[config.mk]
export PLATFORM = sky130hd
export DESIGN_NAME = uart_com
export DESIGN_NICKNAME = d
export VERILOG_FILES = /design/src/rtl/uart_com.sv
export SDC_FILE = /design/constraint.sdc
export NUM_CORES = 1
export LEC_CHECK = 0
export ABC_AREA = 1
export CORE_MARGIN = 4
export CORE_UTILIZATION = 51
export DETAILED_ROUTE_END_ITERATION = 8
export GPL_ROUTABILITY_DRIVEN = 0
export PLACE_DENSITY = 0.75
export SYNTH_ARGS = -nofsm -noshare
export SYNTH_HDL_FRONTEND = slang
export SYNTH_SLANG_ARGS = --single-unit
[constraint.sdc]
create_clock -name clk50M -period 1.4 [get_ports clk50M]
set_input_delay 0.28 -clock clk50M [delete_from_list [all_inputs] [get_ports clk50M]]
set_output_delay 0.28 -clock clk50M [all_outputs]
set_load 0.005 [all_outputs]
[src/rtl/uart_com.sv]
// uart_com: 8N1 UART for the COM device; define UART_RX_FIFO_EN for a 4-entry RX FIFO instead of a single holding register
module uart_com #(
  parameter int CLK_FREQ = 50000000,
  parameter int BAUD     = 115200
) (
  input  logic       clk50M,
  input  logic       rst,
  input  logic       rxd,
  output logic       txd,
  input  logic [7:0] com_data_out,
  input  logic       enable_com_write,
  output logic       com_write_ready,
  output logic [7:0] com_data_in,
  output logic       com_read_ready,
  input  logic       int_com_ack,
  output logic       rx_overrun,
  output logic       rx_frame_err
);
  localparam int DIV = CLK_FREQ / BAUD;
  localparam int CW = $clog2(DIV);
  localparam logic [CW-1:0] LAST = CW'(DIV - 1);
  localparam logic [CW-1:0] HALF = CW'(DIV / 2 - 1);
  localparam logic [CW-1:0] ONE = CW'(1);
  typedef enum logic [1:0] {IDLE, START, DATA, STOP} state_t;
  state_t tx_state_q, tx_state_d, rx_state_q, rx_state_d;
  logic [CW-1:0] tx_cnt_q, tx_cnt_d, rx_cnt_q, rx_cnt_d;
  logic [2:0] tx_bit_q, tx_bit_d, rx_bit_q, rx_bit_d;
  logic [7:0] tx_shift_q, tx_shift_d, rx_shift_q, rx_shift_d;
  logic rx_s1_q, rx_s2_q, rx_prev_q, rx_err_q, rx_err_d, ack_q, ovr_q, ovr_d;
  logic tx_end, push, pop, do_push;
  assign txd = (tx_state_q == START) ? 1'b0 : (tx_state_q == DATA) ? tx_shift_q[0] : 1'b1;
  assign com_write_ready = tx_state_q == IDLE;
  assign rx_overrun = ovr_q;
  assign rx_frame_err = rx_err_q;
  assign pop = int_com_ack & ~ack_q;
  assign tx_end = tx_cnt_q == LAST;
  // TX sequencing: each of start, 8 data and stop bits lasts DIV cycles
  always_comb begin
    tx_state_d = tx_state_q;
    tx_cnt_d = tx_end ? '0 : tx_cnt_q + ONE;
    tx_bit_d = tx_bit_q;
    tx_shift_d = tx_shift_q;
    case (tx_state_q)
      IDLE: begin
        tx_cnt_d = '0;
        if (enable_com_write) begin
          tx_state_d = START;
          tx_shift_d = com_data_out;
        end
      end
      START: tx_state_d = tx_end ? DATA : START;
      DATA: if (tx_end) begin
        tx_shift_d = tx_shift_q >> 1;
        tx_bit_d = tx_bit_q + 3'd1;
        tx_state_d = (tx_bit_q == 3'd7) ? STOP : DATA;
      end
      STOP: tx_state_d = tx_end ? IDLE : STOP;
    endcase
  end
  // RX sequencing: mid-bit sampling of the synchronised line, start glitch rejection
  always_comb begin
    rx_state_d = rx_state_q;
    rx_cnt_d = rx_cnt_q + ONE;
    rx_bit_d = rx_bit_q;
    rx_shift_d = rx_shift_q;
    rx_err_d = 1'b0;
    push = 1'b0;
    case (rx_state_q)
      IDLE: begin
        rx_cnt_d = '0;
        rx_state_d = (rx_prev_q & ~rx_s2_q) ? START : IDLE;
      end
      START: if (rx_cnt_q == HALF) begin
        rx_cnt_d = '0;
        rx_state_d = rx_s2_q ? IDLE : DATA;
      end
      DATA: if (rx_cnt_q == LAST) begin
        rx_cnt_d = '0;
        rx_shift_d = {rx_s2_q, rx_shift_q[7:1]};
        rx_bit_d = rx_bit_q + 3'd1;
        rx_state_d = (rx_bit_q == 3'd7) ? STOP : DATA;
      end
      STOP: if (rx_cnt_q == LAST) begin
        rx_state_d = IDLE;
        push = rx_s2_q;
        rx_err_d = ~rx_s2_q;
      end
    endcase
  end
  // Overrun is sticky until the next consume
  always_comb ovr_d = pop ? 1'b0 : ovr_q | (push & ~do_push);
  // TX/RX state, synchroniser and ack edge registers
  always_ff @(posedge clk50M or negedge rst) begin
    if (!rst) begin
      tx_state_q <= IDLE;
      tx_cnt_q <= '0;
      tx_bit_q <= '0;
      tx_shift_q <= '0;
      rx_state_q <= IDLE;
      rx_cnt_q <= '0;
      rx_bit_q <= '0;
      rx_shift_q <= '0;
      rx_s1_q <= 1'b1;
      rx_s2_q <= 1'b1;
      rx_prev_q <= 1'b1;
      rx_err_q <= 1'b0;
      ack_q <= 1'b0;
      ovr_q <= 1'b0;
    end else begin
      tx_state_q <= tx_state_d;
      tx_cnt_q <= tx_cnt_d;
      tx_bit_q <= tx_bit_d;
      tx_shift_q <= tx_shift_d;
      rx_state_q <= rx_state_d;
      rx_cnt_q <= rx_cnt_d;
      rx_bit_q <= rx_bit_d;
      rx_shift_q <= rx_shift_d;
      rx_s1_q <= rxd;
      rx_s2_q <= rx_s1_q;
      rx_prev_q <= rx_s2_q;
      rx_err_q <= rx_err_d;
      ack_q <= int_com_ack;
      ovr_q <= ovr_d;
    end
  end
`ifdef UART_RX_FIFO_EN
  logic [7:0] mem_q [4];
  logic [7:0] mem_d [4];
  logic [1:0] wp_q, wp_d, rp_q, rp_d;
  logic [2:0] cnt_q, cnt_d;
  logic do_pop;
  assign com_read_ready = cnt_q != 3'd0;
  assign com_data_in = mem_q[rp_q];
  // Circular FIFO: a pop frees a slot for a push in the same cycle
  always_comb begin
    do_pop = pop & (cnt_q != 3'd0);
    do_push = push & ((cnt_q != 3'd4) | do_pop);
    mem_d = mem_q;
    if (do_push) mem_d[wp_q] = rx_shift_q;
    wp_d = wp_q + {1'b0, do_push};
    rp_d = rp_q + {1'b0, do_pop};
    cnt_d = cnt_q + {2'b0, do_push} - {2'b0, do_pop};
  end
  // FIFO storage and pointers
  always_ff @(posedge clk50M or negedge rst) begin
    if (!rst) begin
      mem_q <= '{default: '0};
      wp_q <= '0;
      rp_q <= '0;
      cnt_q <= '0;
    end else begin
      mem_q <= mem_d;
      wp_q <= wp_d;
      rp_q <= rp_d;
      cnt_q <= cnt_d;
    end
  end
`else
  logic [7:0] data_q, data_d;
  logic valid_q, valid_d;
  assign com_read_ready = valid_q;
  assign com_data_in = data_q;
  // Holding register: a simultaneous pop lets the new byte replace the old one
  always_comb begin
    do_push = push & (~valid_q | pop);
    data_d = do_push ? rx_shift_q : data_q;
    valid_d = do_push | (valid_q & ~pop);
  end
  // Holding register storage
  always_ff @(posedge clk50M or negedge rst) begin
    if (!rst) begin
      data_q <= '0;
      valid_q <= 1'b0;
    end else begin
      data_q <= data_d;
      valid_q <= valid_d;
    end
  end
`endif
endmodule

==> reports/metrics.cfg, run 1 <==
[status]
run_status = finished with violations
violations_in_the_final_reports = negative setup slack

[yosys]
syn_nets = 364
post_synth_main_area_contributors = sky130_fd_sc_hd__dfrtp_1 (49%), sky130_fd_sc_hd__nand2_1 (16%), sky130_fd_sc_hd__inv_1 (4.2%)
netlist-cell-type-count = 27
synth.avg_cell_area_um2 = 8.43
post_synth_instance_area_um2 = 2880
yosysWarnings = 0
synthesis.instances = 342
synth-seq-area-share_pct = 51.3
synth_area_leader_cell = sky130_fd_sc_hd__dfrtp_1
synth_seq_cells = 59
netlist.area_leader.share_pct = 48.6

[grt]
number_of_antenna_violations_at_the_first_check_in_global_routing = 0
grt_pass1_vias = 2371
grt_overflow = 0
groute.usage.overall_pct = 18.1
grt_start_max_net_pins = 60
global_route_wire_length_before_repair_um = 10300

[die]
width_of_the_die_um = 83.2
floorplan.die_area_um2 = 6920
fp.coreArea_um2 = 5510
rows = 27
io-pin-count = 26
overall_die_height_um = 83.2
floorplan.initialDensity_pct = 52.4

[timing]
final_worst_path_period_need_ps = 1430
setup_viol = 22
clock_skew_ps = 15.3
max-slew-margin-rel_pct = 80.0
fin_ws_ps = -28.8
final.setup.tns_ps = -250
slew_violations = 0
max_slew.worst_pin.slew_ps = 299
final_hold_viol_count = 0
fmax_mhz = 700
grt_setup_unrepaired = true
final_min_period_over_clock_period_pct = 102

[routing]
avgRoutedWirePerCell_um = 12.1
routed_wl_um = 5820
drtPass1Iterations = 4
detail_route.iter0.violations = 127
route.antenna.remaining_nets = 0
vias_per_cell = 4.94
route.detailed.drc = 0
dr_total_vias = 2375

[worst_setup_path]
worst_r2r_startpoint = tx_cnt_q[1]
critical_path.slowest_cell = sky130_fd_sc_hd__dfrtp_1
critPathRequiredTime_ps = 1620
worst_case_register_to_register_setup_slack_ps = -30
cp-end-kind = register
arrival_ps = 1640
rr_worst_depth = 9
worstSetupStartpointType = register
timing.setup.critical_path_class = reg2reg
path_max_fanout = 7
worst_path_largest_cell_delay_ps = 380
path_cells = inv_1, ha_2, nand2_2, nor2_2, nand2_2, buf_4, o21ai_1, buf_4, nor2_1
worstReg2RegEnd = tx_cnt_q[7]

[cells_and_area]
finish.net_count = 426
area.sequential_um2 = 1480
multiInputGateArea_um2 = 1390
finalCoreUtilization_pct = 69.5
filler_cell_count = 434
antennaDiodeCount = 0
syn2layout_area_growth_pct = 32.7
post_layout_nonfiller_instances = 481
fraction_of_layout_instances_using_a_drive_strength_above_1_pct = 27.4
layout.cells.most_common_list = sky130_fd_sc_hd__nand2_1 (97), sky130_fd_sc_hd__dfrtp_1 (55), sky130_fd_sc_hd__inv_1 (31)
mostFrequentLayoutCell = sky130_fd_sc_hd__nand2_1

[worst_hold_path]
worst_hold_path_type = reg2reg
hold_path.startpoint = rx_s1_q
min_to = rx_s2_q
hold-path-cell-count = 0

[place]
placement.io_buffers = 25
dpl_worst_slack_ps = -59.2
hpwlAfterDp_um = 3760
post-place-cells = 453

[cts]
clk_pin_slew_worst_paths_ps = 70
tritoncts = yes
tritoncts.num_buffers = 9
cts_h_tree_depth = 3
clock_tree.buffer_depth = 2
clk_latency_ps = 340
cts-root-buf = sky130_fd_sc_hd__clkbuf_8
numClockSinks = 59

[flow_run]
maxCapViolCount = 0

[pwr]
powerDensity_nw_per_um2 = 1330
totalPowerFinal_mw = 5.07
power.ir.vdd_worst_mv = 0.971
leakagePower_nw = 2.10

cell usage after synthesis (all sizes together):
cell type,instances
dfstp,3
nor2,38
dfrtp,56
o21a,1
xor2,8
inv,36
o21ai,18
nand4,19
ha,9
nand2,129
a21oi,2
xnor2,2
nor3,3
clkbuf,3
o21bai,1
nand3,11
buf,3
worst max path at each step:
| stage | slack [ps] | start | end | depth (start not counted) |
|---|---|---|---|---|
| floorplan | 90 | rx_cnt_q[0] | rx_shift_q[7] | 7 |
| global placement | -30 | int_com_ack | com_data_in[4] | 6 |
| detailed placement | -60 | int_com_ack | com_data_in[4] | 6 |
| CTS | -90 | tx_state_q[1] | txd | 4 |
| global route | -140 | tx_cnt_q[1] | tx_shift_q[0] | 9 |
| finish | -30 | tx_cnt_q[1] | tx_cnt_q[7] | 9 |
cell families (layout without fill, tap and decap cells):
family                     count (synthesis)  count (layout)  synth area share [%]
AOI/OAI and AO/OA                         22              22                  3.99
DFF                                       59              59                  51.3
buffers and inverters                     42             109                  5.99
xor gates and xnor gates                  10              10                  3.04
and+or+nand+nor                          200             200                  31.8
adders and majority gates                  9               9                  3.90
timing repair:
action,CTS,global route
pin swaps,4,10
endpoints found under the setup margin,36,53
buffers inserted,6,5
endpoints found under the hold margin,56,0
gates resized for setup,28,48
hold buffers,1,0
sequential cells by signal, indices dropped and copies added, names as in the netlist, named ones only:
name	cells
tx_shift_q	8
rx_overrun	1
tx_state_q	2
rx_s2_q	1
rx_s1_q	1
rx_frame_err	1
com_data_in	8
ack_q	1
rx_bit_q	3
rx_state_q	1
tx_cnt_q	9
rx_shift_q	8
tx_bit_q	3
com_read_ready	1
rx_cnt_q	9
rx_prev_q	1
metal layers:
metal  GRT usage, %  share of wire (%)
met4           6.39                1.7
met3           5.95                4.3
met1           22.9                 46
met2           29.2                 48
met5              0                  0
per-stage QoR:
| stage | area, um^2 | hold slack [ps] |
|---|---|---|
| after floorplan | 2880 | -15.6 |
| after global placement | 3370 | 305 |
| after detailed placement | 3370 | 306 |
| after CTS | 3650 | 361 |
| after global routing | 3830 | 354 |
| final | 3830 | 376 |
cell type report:
class / instances / area share [%]
Timing Repair Buffer: 57 / 13.7
Inverter: 36 / 3.60
Clock buffer: 12 / 4.05
Clock inverter: 4 / 1.28
Tap cell: 72 / 2.35
Multi-Input combinational cell: 241 / 36.3
Sequential cell: 59 / 38.7
worst max-delay path: cells and delay by family (launching register included):
family / cells / cell delay (ps)
DFF: 1 / 380
buffers and inverters: 3 / 380
and+or+nand+nor: 4 / 310
adders and majority gates: 1 / 170
AOI/OAI and AO/OA: 1 / 60
power by group:
part	total, mW	internal (mW)	switching, mW
Sequential	2.23	1.96	0.270
Clock	1.59	0.917	0.672
Combinational	1.26	0.504	0.751
(Power assumes the default switching activity.)
==> run 2: changes to the inputs <==
Settings changed: ABC_AREA 1 to 0.
==> reports/metrics.cfg, run 2 <==
[timing]
grt_setup_unrepaired = true  ; unchanged
hold_slack_ps = 341  ; was 376 ps
final_hold_viol_count = 0  ; unchanged
fin_ws_ps = -364  ; was -28.8 ps
final.setup.tns_ps = -10250  ; was -250 ps
setup_viol = 43  ; was 22
slew_violations = 0  ; unchanged
clock_skew_ps = 9.56  ; was 15.3 ps
final_min_period_over_clock_period_pct = 126  ; was 102%
fmax_mhz = 567  ; was 700 MHz
final_worst_path_period_need_ps = 1760  ; was 1430 ps
max-slew-margin-rel_pct = 78.8  ; was 80.0%
max_slew.worst_pin.slew_ps = 317  ; was 299 ps

[cts]
clock_tree.buffer_depth = 2  ; unchanged
clk_pin_slew_worst_paths_ps = 70  ; about the same
tritoncts.num_buffers = 9  ; unchanged
cts-root-buf = sky130_fd_sc_hd__clkbuf_8  ; unchanged
cts_h_tree_depth = 3  ; unchanged
numClockSinks = 59  ; unchanged
clk_latency_ps = 340  ; about the same
tritoncts = yes  ; unchanged

[die]
width_of_the_die_um = 80.0  ; was 83.2 um
floorplan.initialDensity_pct = 54.1  ; was 52.4%
fp.coreArea_um2 = 4880  ; was 5510 um^2
overall_die_height_um = 80.0  ; was 83.2 um
rows = 25  ; was 27
floorplan.die_area_um2 = 6390  ; was 6920 um^2
io-pin-count = 26  ; unchanged

[cells_and_area]
mostFrequentLayoutCell = sky130_fd_sc_hd__dfrtp_1  ; was sky130_fd_sc_hd__nand2_1
finish.net_count = 322  ; was 426
reg_top3 = rx_cnt_q x9, tx_cnt_q x9  ; unchanged
fraction_of_layout_instances_using_a_drive_strength_above_1_pct = 41.1  ; was 27.4%
antennaDiodeCount = 0  ; unchanged
syn2layout_area_growth_pct = 45.1  ; was 32.7%
finalCoreUtilization_pct = 78.5  ; was 69.5%
filler_cell_count = 302  ; was 434
layout.cells.most_common_list = sky130_fd_sc_hd__dfrtp_1 (56), sky130_fd_sc_hd__buf_4 (38), sky130_fd_sc_hd__nor2_1 (20)  ; was sky130_fd_sc_hd__nand2_1 (97), sky130_fd_sc_hd__dfrtp_1 (55), sky130_fd_sc_hd__inv_1 (31)

[grt]
grt_pass1_vias = 1995  ; was 2,371
global_route_wire_length_before_repair_um = 9600  ; was 10,300 um
groute.usage.overall_pct = 20.4  ; was 18.1%
grt_start_max_net_pins = 60  ; unchanged
number_of_antenna_violations_at_the_first_check_in_global_routing = 0  ; unchanged
grt_overflow = 0  ; unchanged

[routing]
routed_wl_um = 5930  ; was 5820 um
drtPass1Iterations = 4  ; unchanged
dr_total_vias = 1923  ; was 2,375
routedLengthMet1_um = 2430  ; was 2650 um
route.antenna.remaining_nets = 0  ; unchanged
routed-wl-met3_um = 216  ; was 252 um
detail_route.iter0.violations = 88  ; was 127
avgRoutedWirePerCell_um = 16.0  ; was 12.1 um
met2RoutedLength_um = 3120  ; was 2820 um
route.top_layer_used = met4  ; unchanged
route.detailed.drc = 0  ; unchanged
vias_per_cell = 5.18  ; was 4.94

[yosys]
synth_area_leader_cell = sky130_fd_sc_hd__dfrtp_1  ; unchanged
synth_seq_cells = 59  ; unchanged
yosysWarnings = 0  ; unchanged
post_synth_instance_area_um2 = 2640  ; was 2880 um^2
number_of_enable_flip_flop_cells_after_synthesis = 0  ; unchanged
post_synth_main_area_contributors = sky130_fd_sc_hd__dfrtp_1 (53%), sky130_fd_sc_hd__mux2_4 (5.1%), sky130_fd_sc_hd__mux2_2 (4.7%)  ; was sky130_fd_sc_hd__dfrtp_1 (49%), sky130_fd_sc_hd__nand2_1 (16%), sky130_fd_sc_hd__inv_1 (4.2%)
synth-seq-area-share_pct = 56.1  ; was 51.3%
synth_commonest_cells = sky130_fd_sc_hd__dfrtp_1 (56), sky130_fd_sc_hd__nor2_1 (27), sky130_fd_sc_hd__inv_1 (11), sky130_fd_sc_hd__mux2_2 (11), sky130_fd_sc_hd__xnor2_1 (11)  ; was sky130_fd_sc_hd__nand2_1 (120), sky130_fd_sc_hd__dfrtp_1 (56), sky130_fd_sc_hd__inv_1 (32), sky130_fd_sc_hd__nor2_1 (30), sky130_fd_sc_hd__nand4_1 (18)
netlist.area_leader.share_pct = 53.1  ; was 48.6%
synthesis.instances = 215  ; was 342
netlist-cell-type-count = 39  ; was 27
ys_dominant_reg_cell = sky130_fd_sc_hd__dfrtp_1  ; unchanged
syn_nets = 237  ; was 364
synth.avg_cell_area_um2 = 12.3  ; was 8.43 um^2
postSynth.asyncResetShare_pct = 100  ; unchanged
count_leader_synth = sky130_fd_sc_hd__dfrtp_1  ; was sky130_fd_sc_hd__nand2_1

[place]
placement.io_buffers = 25  ; unchanged
hpwlAfterDp_um = 3280  ; was 3760 um

[pwr]
power.ir.vdd_worst_mv = 0.948  ; was 0.971 mV
totalPowerFinal_mw = 4.93  ; was 5.07 mW
leakagePower_nw = 1.89  ; was 2.10 nW
powerDensity_nw_per_um2 = 1290  ; was 1330 nW/um^2

[worst_setup_path]
path_max_fanout = 6  ; was 7
timing.setup.critical_path_class = reg2reg  ; unchanged
critical_path_buf_inv_count = 1  ; was 3
arrival_ps = 1980  ; was 1640 ps
critical_path.slowest_cell = sky130_fd_sc_hd__or4_4  ; was sky130_fd_sc_hd__dfrtp_1
worstSetupStartpointType = register  ; unchanged
rr_worst_depth = 5  ; was 9
critPathRequiredTime_ps = 1620  ; about the same
cp-end-kind = register  ; unchanged
path_cells = inv_2, ha_4, nand4bb_4, or4_4, mux2_4  ; was inv_1, ha_2, nand2_2, nor2_2, nand2_2, buf_4, o21ai_1, buf_4, nor2_1
path_depth = 5  ; was 9
worst_path_largest_cell_delay_ps = 590  ; was 380 ps
cpLargestDelayFamily = simple AND/OR/NAND/NOR gates  ; was flip-flops

[flow_run]
maxCapViolCount = 0  ; unchanged

[status]
violations_in_the_final_reports = negative setup slack  ; unchanged
run_status = finished with violations  ; unchanged

[worst_hold_path]
worst_hold_path_type = in2reg  ; was reg2reg
hold-path-cell-count = 1  ; was 0

-- run 2: per-stage QoR --
stage	cells	cell area (um^2)	setup WS, ps
global placement	341	3270	-410
global route	371	3830	-431
floorplan	215	2670	-459
finish	371	3830	-364
CTS	368	3690	-409
detailed placement	341	3270	-464
-- run 2: cell families (layout without fill, tap and decap cells) --
family | count (synthesis) | count (layout) | synth area share (%)
DFF | 59 | 59 | 56.1
buffers and inverters | 16 | 104 | 2.56
AOI/OAI and AO/OA | 31 | 31 | 8.29
muxes | 21 | 21 | 10.2
xor gates and xnor gates | 17 | 17 | 5.64
and+or+nand+nor | 62 | 63 | 13.0
adders and majority gates | 9 | 9 | 4.27
-- run 2: metal layers --
metal  track usage, %  up-vias
met5                0        -
met4             12.7        0
met3             4.63       14
met2             34.0       39
met1             23.7      937
li1                 -      933
-- run 2: power by group --
part / leakage (nW) / total [mW] / switching (mW) / internal, mW
combinational: 1.02 / 1.17 / 0.533 / 0.636
clock: 0.108 / 1.70 / 0.665 / 1.03
sequential: 0.765 / 2.07 / 0.159 / 1.91
total: 1.89 / 4.93 / 1.36 / 3.58
-- run 2: worst paths after layout --
check / from / to / slack (ps)
setup / recovery: rx_cnt_q[1] / rx_bit_q[2] / -360
hold / removal: rxd / rx_s1_q / 340
setup reg to reg: rx_cnt_q[1] / rx_bit_q[2] / -360
hold reg to reg: rx_s1_q / rx_s2_q / 360
max in group asynchronous: rst / rx_s2_q / 630
min in group asynchronous: rst / tx_cnt_q[3] / 470
-- run 2: final cells by class --
| type | count | area (um^2) | share of cell area, % |
|---|---|---|---|
| flip-flops and latches | 59 | 1480 | 38.6 |
| multi-input cells | 141 | 1320 | 34.4 |
| repair buffers | 78 | 692 | 18.1 |
| clock buffers | 10 | 138 | 3.59 |
| well taps | 67 | 83.8 | 2.19 |
| clock inverters | 5 | 77.6 | 2.02 |
| inverters | 11 | 41.3 | 1.08 |
-- run 2: worst register-to-register path: cells and delay by family, from the launching register on --
family | cells | cell delay [ps]
fa+ha+maj | 1 | 140
buf+inv | 1 | 80
flops | 1 | 390
mux | 1 | 320
simple gates | 2 | 720
-- run 2: timing repair --
action / 4_1_cts / 5_1_grt
resized for setup: 44 / 25
endpoints found under the hold margin: 56 / 0
buffers inserted: 11 / 2
pin swaps: 8 / 11
setup endpoints to repair: 55 / 57
hold buffers: 1 / 0
cloned: 1 / 1
==> run 3: changes to the inputs <==
Settings changed: CAP_MARGIN from default to 15.
==> results of run 3 <==
Final layout, timing and power as in run 2 (identical DEF).
